`src/rtl/sprite_move_sched.sv`:
```
// sprite_move_sched: turns the four raw direction buttons into one-clock step
// commands for the sprite mover.
//
// Each button is synchronised (SYNC_STAGES flops) and debounced (DB_CYCLES
// stable clocks). Opposite buttons on one axis cancel. A three-state scheduler
// (idle / issue / wait) spaces steps SLOW_DIV clocks apart, or FAST_DIV once
// ACCEL_STEPS steps have been issued with an unchanged button set. When both
// axes request, the axes take turns.
//
// Ports:
//   clk          system clock (VGA pixel clock domain)
//   reset        asynchronous, active-high reset
//   btn_*_n      raw active-low buttons, asynchronous to clk
//   axis_v       to mover enable: 1 = vertical step, 0 = horizontal
//   cmd_ur_n     to mover up_right_n, active-low one-clock pulse
//   cmd_dl_n     to mover down_left_n, active-low one-clock pulse
//   step_dir     direction of last issued step: 00 up, 01 down, 10 left, 11 right
//   fast         high while fast stepping is active
module sprite_move_sched #(
    parameter int unsigned SYNC_STAGES = 2,
    parameter int unsigned DB_CYCLES   = 250000,
    parameter int unsigned SLOW_DIV    = 416667,
    parameter int unsigned FAST_DIV    = 104167,
    parameter int unsigned ACCEL_STEPS = 32
) (
    input  logic       clk,
    input  logic       reset,
    input  logic       btn_up_n,
    input  logic       btn_down_n,
    input  logic       btn_left_n,
    input  logic       btn_right_n,
    output logic       axis_v,
    output logic       cmd_ur_n,
    output logic       cmd_dl_n,
    output logic [1:0] step_dir,
    output logic       fast
);

    localparam int unsigned PerW  = $clog2(SLOW_DIV);
    localparam int unsigned DbW   = $clog2(DB_CYCLES + 1);
    localparam int unsigned StepW = $clog2(ACCEL_STEPS + 1);

    localparam logic [1:0] DirUp    = 2'b00;
    localparam logic [1:0] DirDown  = 2'b01;
    localparam logic [1:0] DirLeft  = 2'b10;
    localparam logic [1:0] DirRight = 2'b11;

    typedef enum logic [1:0] {StIdle, StIssue, StWait} state_e;

    // Button vectors are ordered {up, down, left, right}.
    logic [3:0] btn_raw;
    logic [3:0] btn_db;
    logic [3:0] pressed;
    logic [3:0] p_prev_q;

    assign btn_raw = {btn_up_n, btn_down_n, btn_left_n, btn_right_n};

    // ------------------------------------------------------------------
    // Per-button synchroniser and debouncer
    // ------------------------------------------------------------------
    for (genvar i = 0; i < 4; i++) begin : g_btn
        logic [SYNC_STAGES-1:0] sync_q;
        logic [DbW-1:0]         db_cnt_q;
        logic                   db_q;

        always_ff @(posedge clk or posedge reset) begin
            if (reset) begin
                sync_q   <= '1;
                db_cnt_q <= '0;
                db_q     <= 1'b1;
            end else begin
                sync_q <= {sync_q[SYNC_STAGES-2:0], btn_raw[i]};
                if (sync_q[SYNC_STAGES-1] == db_q) begin
                    db_cnt_q <= '0;
                end else if (db_cnt_q == DbW'(DB_CYCLES - 1)) begin
                    db_q     <= sync_q[SYNC_STAGES-1];
                    db_cnt_q <= '0;
                end else begin
                    db_cnt_q <= db_cnt_q + DbW'(1);
                end
            end
        end

        assign btn_db[i] = db_q;
    end

    assign pressed = ~btn_db;

    logic v_req, h_req, any_req, p_chg;
    assign v_req   = pressed[3] ^ pressed[2];
    assign h_req   = pressed[1] ^ pressed[0];
    assign any_req = v_req | h_req;
    assign p_chg   = (pressed != p_prev_q);

    // ------------------------------------------------------------------
    // Scheduler FSM
    // ------------------------------------------------------------------
    state_e           state_q, state_d;
    logic [PerW-1:0]  per_cnt_q, per_cnt_d;
    logic [StepW-1:0] step_cnt_q, step_cnt_d;
    logic             fast_q, fast_d;
    logic             last_axis_q, last_axis_d;
    logic             idle_entry;
    logic             pick_v;

    always_ff @(posedge clk or posedge reset) begin
        if (reset) begin
            state_q <= StIdle;
        end else begin
            state_q <= state_d;
        end
    end

    always_comb begin
        state_d = state_q;
        unique case (state_q)
            StIdle:  if (any_req) state_d = StIssue;
            StIssue: state_d = StWait;
            StWait: begin
                // The wait always runs to completion so step spacing never shrinks.
                if (per_cnt_q == '0) state_d = any_req ? StIssue : StIdle;
            end
            default: state_d = StIdle;
        endcase
    end

    assign idle_entry = (state_d == StIdle) && (state_q != StIdle);

    // Step counting and period timer. The step being issued counts before the
    // period is chosen, so the step that reaches ACCEL_STEPS already uses the
    // fast period for the following gap.
    always_comb begin
        step_cnt_d = step_cnt_q;
        if (state_q == StIssue && step_cnt_q != StepW'(ACCEL_STEPS)) begin
            step_cnt_d = step_cnt_q + StepW'(1);
        end
        if (p_chg || idle_entry) begin
            step_cnt_d = '0;
        end
        fast_d = (step_cnt_d == StepW'(ACCEL_STEPS));

        per_cnt_d = per_cnt_q;
        if (state_q == StIssue) begin
            per_cnt_d = fast_d ? PerW'(FAST_DIV - 2) : PerW'(SLOW_DIV - 2);
        end else if (state_q == StWait && per_cnt_q != '0) begin
            per_cnt_d = per_cnt_q - PerW'(1);
        end
    end

    // With both axes requesting, alternate away from the last axis stepped.
    assign pick_v = (v_req & h_req) ? ~last_axis_q : v_req;

    logic       axis_v_q, axis_v_d;
    logic       cmd_ur_n_q, cmd_ur_n_d;
    logic       cmd_dl_n_q, cmd_dl_n_d;
    logic [1:0] step_dir_q, step_dir_d;

    // Outputs are decoded from the next state so the registered command is
    // visible exactly during the issue cycle.
    always_comb begin
        axis_v_d    = 1'b0;
        cmd_ur_n_d  = 1'b1;
        cmd_dl_n_d  = 1'b1;
        step_dir_d  = step_dir_q;
        last_axis_d = last_axis_q;
        if (state_d == StIssue) begin
            last_axis_d = pick_v;
            if (pick_v) begin
                axis_v_d = 1'b1;
                if (pressed[3]) begin
                    cmd_ur_n_d = 1'b0;
                    step_dir_d = DirUp;
                end else begin
                    cmd_dl_n_d = 1'b0;
                    step_dir_d = DirDown;
                end
            end else begin
                if (pressed[0]) begin
                    cmd_ur_n_d = 1'b0;
                    step_dir_d = DirRight;
                end else begin
                    cmd_dl_n_d = 1'b0;
                    step_dir_d = DirLeft;
                end
            end
        end
    end

    always_ff @(posedge clk or posedge reset) begin
        if (reset) begin
            p_prev_q    <= '0;
            per_cnt_q   <= '0;
            step_cnt_q  <= '0;
            fast_q      <= 1'b0;
            last_axis_q <= 1'b0;
            axis_v_q    <= 1'b0;
            cmd_ur_n_q  <= 1'b1;
            cmd_dl_n_q  <= 1'b1;
            step_dir_q  <= DirDown;
        end else begin
            p_prev_q    <= pressed;
            per_cnt_q   <= per_cnt_d;
            step_cnt_q  <= step_cnt_d;
            fast_q      <= fast_d;
            last_axis_q <= last_axis_d;
            axis_v_q    <= axis_v_d;
            cmd_ur_n_q  <= cmd_ur_n_d;
            cmd_dl_n_q  <= cmd_dl_n_d;
            step_dir_q  <= step_dir_d;
        end
    end

    assign axis_v   = axis_v_q;
    assign cmd_ur_n = cmd_ur_n_q;
    assign cmd_dl_n = cmd_dl_n_q;
    assign step_dir = step_dir_q;
    assign fast     = fast_q;

endmodule

```
`config.mk`:
```
export PLATFORM = sky130hd
export DESIGN_NAME = sprite_move_sched
export DESIGN_NICKNAME = d
export VERILOG_FILES = /design/src/rtl/sprite_move_sched.sv
export SDC_FILE = /design/constraint.sdc
export NUM_CORES = 1
export LEC_CHECK = 0
export CORE_MARGIN = 4
export CORE_UTILIZATION = 44
export DETAILED_ROUTE_END_ITERATION = 16
export PLACE_DENSITY = 0.65
export SKIP_CTS_REPAIR_TIMING = 1
export SYNTH_ARGS = -nofsm -noshare
export SYNTH_HDL_FRONTEND = slang
export SYNTH_SLANG_ARGS = --single-unit
```
`constraint.sdc`:
```
create_clock -name clk -period 5.1 [get_ports clk]
set_input_delay 1.02 -clock clk [delete_from_list [all_inputs] [get_ports clk]]
set_output_delay 1.02 -clock clk [all_outputs]
set_load 0.005 [all_outputs]
```
# Yosys cells after proc, flatten, opt, wreduce, memory -nomap -nowiden
# Cells that the tools add are included.
word_totals:
  ff_bits: 122
  input_bits: 6
  out_inout_bits: 6
  elab_cells: 97
classes:
  add_sub_neg: 6
  eq_ne: 14
  mux: 31
  n_bitwise: 10
  reduce_logical: 14
op_table:
  columns: ["cell", "n"]
  rows:
  - ["$mux W18", 8]
  - ["$add A18 B1 Y18 const B", 4]
  - ["$eq A18 B18 Y1 const B", 4]
  - ["$mux W19", 3]
  - ["$logic_not A19 Y1", 1]
  - ["$reduce_bool A19 Y1", 1]
  - ["$sub A19 B1 Y19 const B", 1]
  - ["$mux W1", 14]
  - ["$mux W6", 2]
  - ["$reduce_and A2 Y1", 4]
  - ["$add A6 B1 Y6 const B", 1]
  - ["$eq A6 B6 Y1 const B", 1]
  - ["$mux W2", 3]
  - ["$ne A6 B6 Y1 const B", 1]
  - ["$pmux W2 S3", 1]
  - ["$not A1 Y1", 5]
  - ["$eq A1 B1 Y1", 4]
  - ["$eq A2 B1 Y1 const B", 2]
  - ["$logic_not A2 Y1", 2]
  - ["$ne A4 B4 Y1", 1]
  - ["$not A4 Y4", 1]
  - ["$reduce_bool A2 Y1", 2]
  - ["$logic_and A1 B1 Y1", 3]
  - ["$eq A2 B2 Y1 const B", 1]
  - ["other kinds (4)", 5]

# Logic depth before layout (Yosys ltp)
logic_depth:
  word_depth: 13
  ltp_mapped: 9
  mapped_depth_nobuf: 7

# Worst setup path after synthesis
# No wires, ideal clock.
synth_path:
  path_type: "reg2reg"
  start: "register per_cnt_q[10]"
  end: "register per_cnt_q[15]"
  setup_time_ns: 0.131
  t_arrival_ns: 2.194
  required_ns: 4.969
  setup_slack_ns: 2.775
  stages_incl_launch_ff: 8
  path_buffers: 2
  period_less_slack_ns: 2.325
  cell_sequence: "dfrtp_1 or4_4 buf_6 or3_1 buf_6 o2111ai_4 nor4_1 or3_1"
synth_via:
  elab_chain_cells: 10
  word_cells_on_any_way: 15
  cone_classes: "add/sub (1); eq/ne (1); mux (6); reduce/logical (7)"
synth_rtl:
  columns: ["element", "line_no", "rtl"]
  rows:
  - ["from (decl)", "99", "logic [PerW-1:0] per_cnt_q, per_cnt_d;"]
  - ["from (signal assigned)", "202", "per_cnt_q <= per_cnt_d;"]
  - ["$logic_not A19 Y1", "121", "if (per_cnt_q == '0) state_d = any_req ? StIssue : StIdle;"]
  - ["$mux W2", "121", null]
  - ["$pmux W2 S3", "116", "unique case (state_q)"]
  - ["$logic_not A2 Y1", "127", "assign idle_entry = (state_d == StIdle) && (state_q != StIdle);"]
  - ["$logic_and A1 B1 Y1", "127", null]
  - ["$logic_or A1 B1 Y1", "137", "if (p_chg || idle_entry) begin"]
  - ["$mux W6", "137", null]
  - ["$eq A6 B6 Y1", "140", "fast_d = (step_cnt_d == StepW'(ACCEL_STEPS));"]
  - ["$mux W19", "144", "per_cnt_d = fast_d ? PerW'(FAST_DIV - 2) : PerW'(SLOW_DIV - 2);"]
  - ["$mux W19", "143", "if (state_q == StIssue) begin"]
# Parallel ways exist; a longest one is shown, timed or not. The select of a mux whose other input is x is not followed.
# A chain may end at the register's enable or synchronous reset.

# Worst setup path in the final report
layout_path:
  start: "register state_q[0]"
  end: "register per_cnt_q[11]"
layout_via:
  elab_chain_cells: 9
  word_cells_on_any_way: 18
  cone_classes: "eq/ne (3); mux (7); reduce/logical (8)"
layout_rtl:
  columns: ["element", "line_no", "rtl"]
  rows:
  - ["from (decl)", "98", "state_e state_q, state_d;"]
  - ["from (signal assigned)", "108", "state_q <= StIdle;"]
  - ["from (signal assigned)", "110", "state_q <= state_d;"]
  - ["$eq A2 B2 Y1 (tied with other cells)", "116, 145", null]
  - ["$pmux W2 S3", "116", null]
  - ["$logic_not A2 Y1", "127", null]
  - ["$logic_and A1 B1 Y1", "127", null]
  - ["$logic_or A1 B1 Y1", "137", null]
  - ["$mux W6", "137", null]
  - ["$eq A6 B6 Y1", "140", null]
  - ["$mux W19", "144", null]
  - ["$mux W19", "143", null]
# Parallel ways exist; a longest one is shown, timed or not.

==> results.yml <==
floorplanning:
  placementRows: 42
  io_pins: 12
  start_util: 0.454
  core_um2: 13400
  fp.dieArea_um2: 15800
  die_h_um: 126
  die_w_um: 126
drt:
  first_pass_iters: 5
  vias: 4427
  vias_per_cell: 5.34
  detail_route.wirelength_um: 11400
  initialDrtViolationCount: 300
  drcViolationCount: 0
  antenna_left: 0
  post_drt_wl_per_cell_um: 13.8
setup_path:
  crit_path_max_fanout: 19
  cp_slowest_cell: "nor4b_2"
  r2r_slack_ns: 1.93
  crit_type: "reg -> reg"
  path_buf_inv: 0
  arrival_ns: 3.41
  worstPathRequired_ns: 5.34
  reg2reg_from: "state_q[0]"
  cp_top_family: "simple AND/OR/NAND/NOR gates"
  r2r-end: "per_cnt_q[11]"
  start_kind: "flop"
  critPathMaxStageDelay_ns: 1.03
  path_cells: "nand2b_1 > a2111oi_2 > o221ai_1 > nor4b_2 > nor3_1"
  end_kind: "flop"
  reg2regPathDepth: 5
run_status:
  outcome: "completed"
grt:
  antenna_found_initial: 0
  overflow: 0
  grt_max_degree: 71
  grt_usage: 0.153
  grt_pass1_wl_um: 20000
  grt_pass1_vias: 4408
placement:
  dpl.cell_count: 797
  place.gp.congestion: 0.864
  placed_cell_area_um2: 6320
  io_buffers: 11
  hpwl_um: 7660
finish:
  layout_common_cells: "nor2_1 (122), dfrtp_1 (107), xnor2_1 (55)"
  n_antenna_cell: 0
  nets: 653
  instances_no_fill: 829
  seq_area_um2: 3070
  drive_gt1_frac: 0.0873
  multi_input_area_um2: 2810
  final_area_um2: 6970
  layout_commonest_cell: "nor2_1"
  syn_to_final_growth_pct: 14.5
  final.fill_count: 1176
yosys:
  syn_inst: 634
  synth_edf_count: 0
  ys_ff_latch: 122
  synth_nets: 647
  syn_area_per_cell_um2: 9.60
  synth_cell_types: 57
  async_reset_ff_frac: 1.00
  ys_seq_area_frac: 0.505
  synth_ff_type: "dfrtp_1"
  netlist_area_um2: 6080
  ys_warn_count: 0
power_and_ir_drop:
  comb_power_share: 0.020
  leakagePower_nw: 2.91
  p_per_area_nw_per_um2: 338
  p_switching_mw: 0.462
  swShare: 0.196
  power.internal_mw: 1.89
  p_clk_frac: 0.559
  vdd_drop_max_uv: 260
  p_total_mw: 2.35
  pwr-share-seq: 0.421
flow_run:
  maxCapViolCount: 0
sta:
  slew_headroom: 0.195
  period_minus_slack_ns: 3.17
  min_period_over_period: 0.621
  clock_skew_ns: 0.0115
  hold_slack_ns: 0.357
  setup_viol: 0
  finalHoldViolations: 0
  fmax_mhz: 316
  slew_viol_final: 0
  grt_setup_unrepaired: "false"
  max_slew.worst_pin.slew_ns: 1.20
  fin_tns_setup_ns: 0
cts:
  cts_max_level: 4
  cts.sinks: 122
  path_clk_slew_ns: 0.06
  numCtsBuffers: 17
  cts_tree: "done"
  clockBufferDepth: 2
  cts_root_buffer: "clkbuf_16"
  insertion_delay_ns: 0.41
min_path:
  min_from: "g_btn[1].sync_q[0]"
  hold_class: "reg -> reg"
  hold_depth: 0
  min_to: "g_btn[1].sync_q[1]"
[routing by layer]
| layer | up-vias | routed length, µm | global-route usage |
|---|---|---|---|
| li1 | 2169 | - | - |
| met1 | 2169 | 5400 | 0.196 |
| met2 | 72 | 5500 | 0.243 |
| met3 | 17 | 370 | 0.0512 |
| met4 | 0 | 178 | 0.0555 |
| met5 | - | 0 | 0 |
[registers in the layout (all words and copies together), names as in the netlist, 2 cells and up]
signal and count:
p_prev_q 4, per_cnt_q 19, step_cnt_q 6, g_btn.db_cnt_q 72
state_q 2, g_btn.db_q 4, step_dir 2, g_btn.sync_q 8
[power by group through the flow]
stage | registers, mW | logic [mW] | clock network (mW)
final | 0.990 | 0.0468 | 1.32
after global routing | 0.992 | 0.0560 | 1.39
after CTS | 0.990 | 0.0494 | 1.35
after detailed placement | 1.01 | 0.0491 | 0
after global placement | 1.01 | 0.0476 | 0
after floorplan | 1.00 | 0.0352 | 0
[synth_stat cells, types with 3 or more instances]
library cell | instances | area share
a2bb2oi_1 | 3 | 0.0043
and4_1 | 8 | 0.012
nor3_1 | 24 | 0.020
and2_1 | 3 | 0.0031
nand3b_1 | 4 | 0.0049
ha_1 | 7 | 0.014
or4_1 | 5 | 0.0062
nand2_1 | 40 | 0.025
and3_1 | 11 | 0.011
nand3_1 | 33 | 0.027
nand4_1 | 8 | 0.0082
nor3b_1 | 4 | 0.0049
clkbuf_1 | 14 | 0.0086
a31oi_1 | 3 | 0.0031
o211ai_1 | 4 | 0.0049
nor4_1 | 9 | 0.0093
or3_1 | 6 | 0.0062
xnor2_1 | 55 | 0.079
nor4b_1 | 7 | 0.010
a21oi_1 | 18 | 0.015
dfstp_2 | 15 | 0.065
inv_1 | 23 | 0.014
o21ai_0 | 13 | 0.011
nand2b_1 | 9 | 0.0093
a211oi_1 | 4 | 0.0049
nor2_1 | 122 | 0.075
buf_2 | 8 | 0.0066
dfrtp_1 | 107 | 0.44
xor2_1 | 30 | 0.043
[layout make-up]
class | instances | share of cell area
well taps | 176 | 0.0316
flip-flops and latches | 122 | 0.441
clock buffers | 22 | 0.0666
clock inverters | 10 | 0.0271
repair buffers | 13 | 0.0180
inverters | 23 | 0.0127
multi-input cells | 463 | 0.403
[per-stage QoR]
step                worst slack (ns)   util
floorplan                      0.862      -
global placement                2.14  0.471
detailed placement              2.02  0.471
CTS                             1.98  0.520
global route                    1.73  0.520
finish                          1.93  0.520
[cell families after synthesis]
family,share of synthesized area
AOI/OAI and AO/OA,0.0718
and+or+nand+nor,0.247
buffers and inverters,0.0343
muxes,0.00514
adders and majority gates,0.0144
xor gates and xnor gates,0.122
DFF,0.505
[how the worst max path moves through the flow]
stage                     startpoint             to  slack (ns)  depth (start not counted)
final                     state_q[0]  per_cnt_q[11]        1.93                          5
after global routing      state_q[0]  per_cnt_q[11]        1.73                          5
after CTS                 state_q[0]  per_cnt_q[11]        1.98                          5
after detailed placement  state_q[0]  per_cnt_q[16]        2.02                          5
after global placement    state_q[0]  per_cnt_q[11]        2.14                          5
after floorplan                reset         axis_v        0.86                          1
No activity file was read; power rests on OpenSTA's default activity.
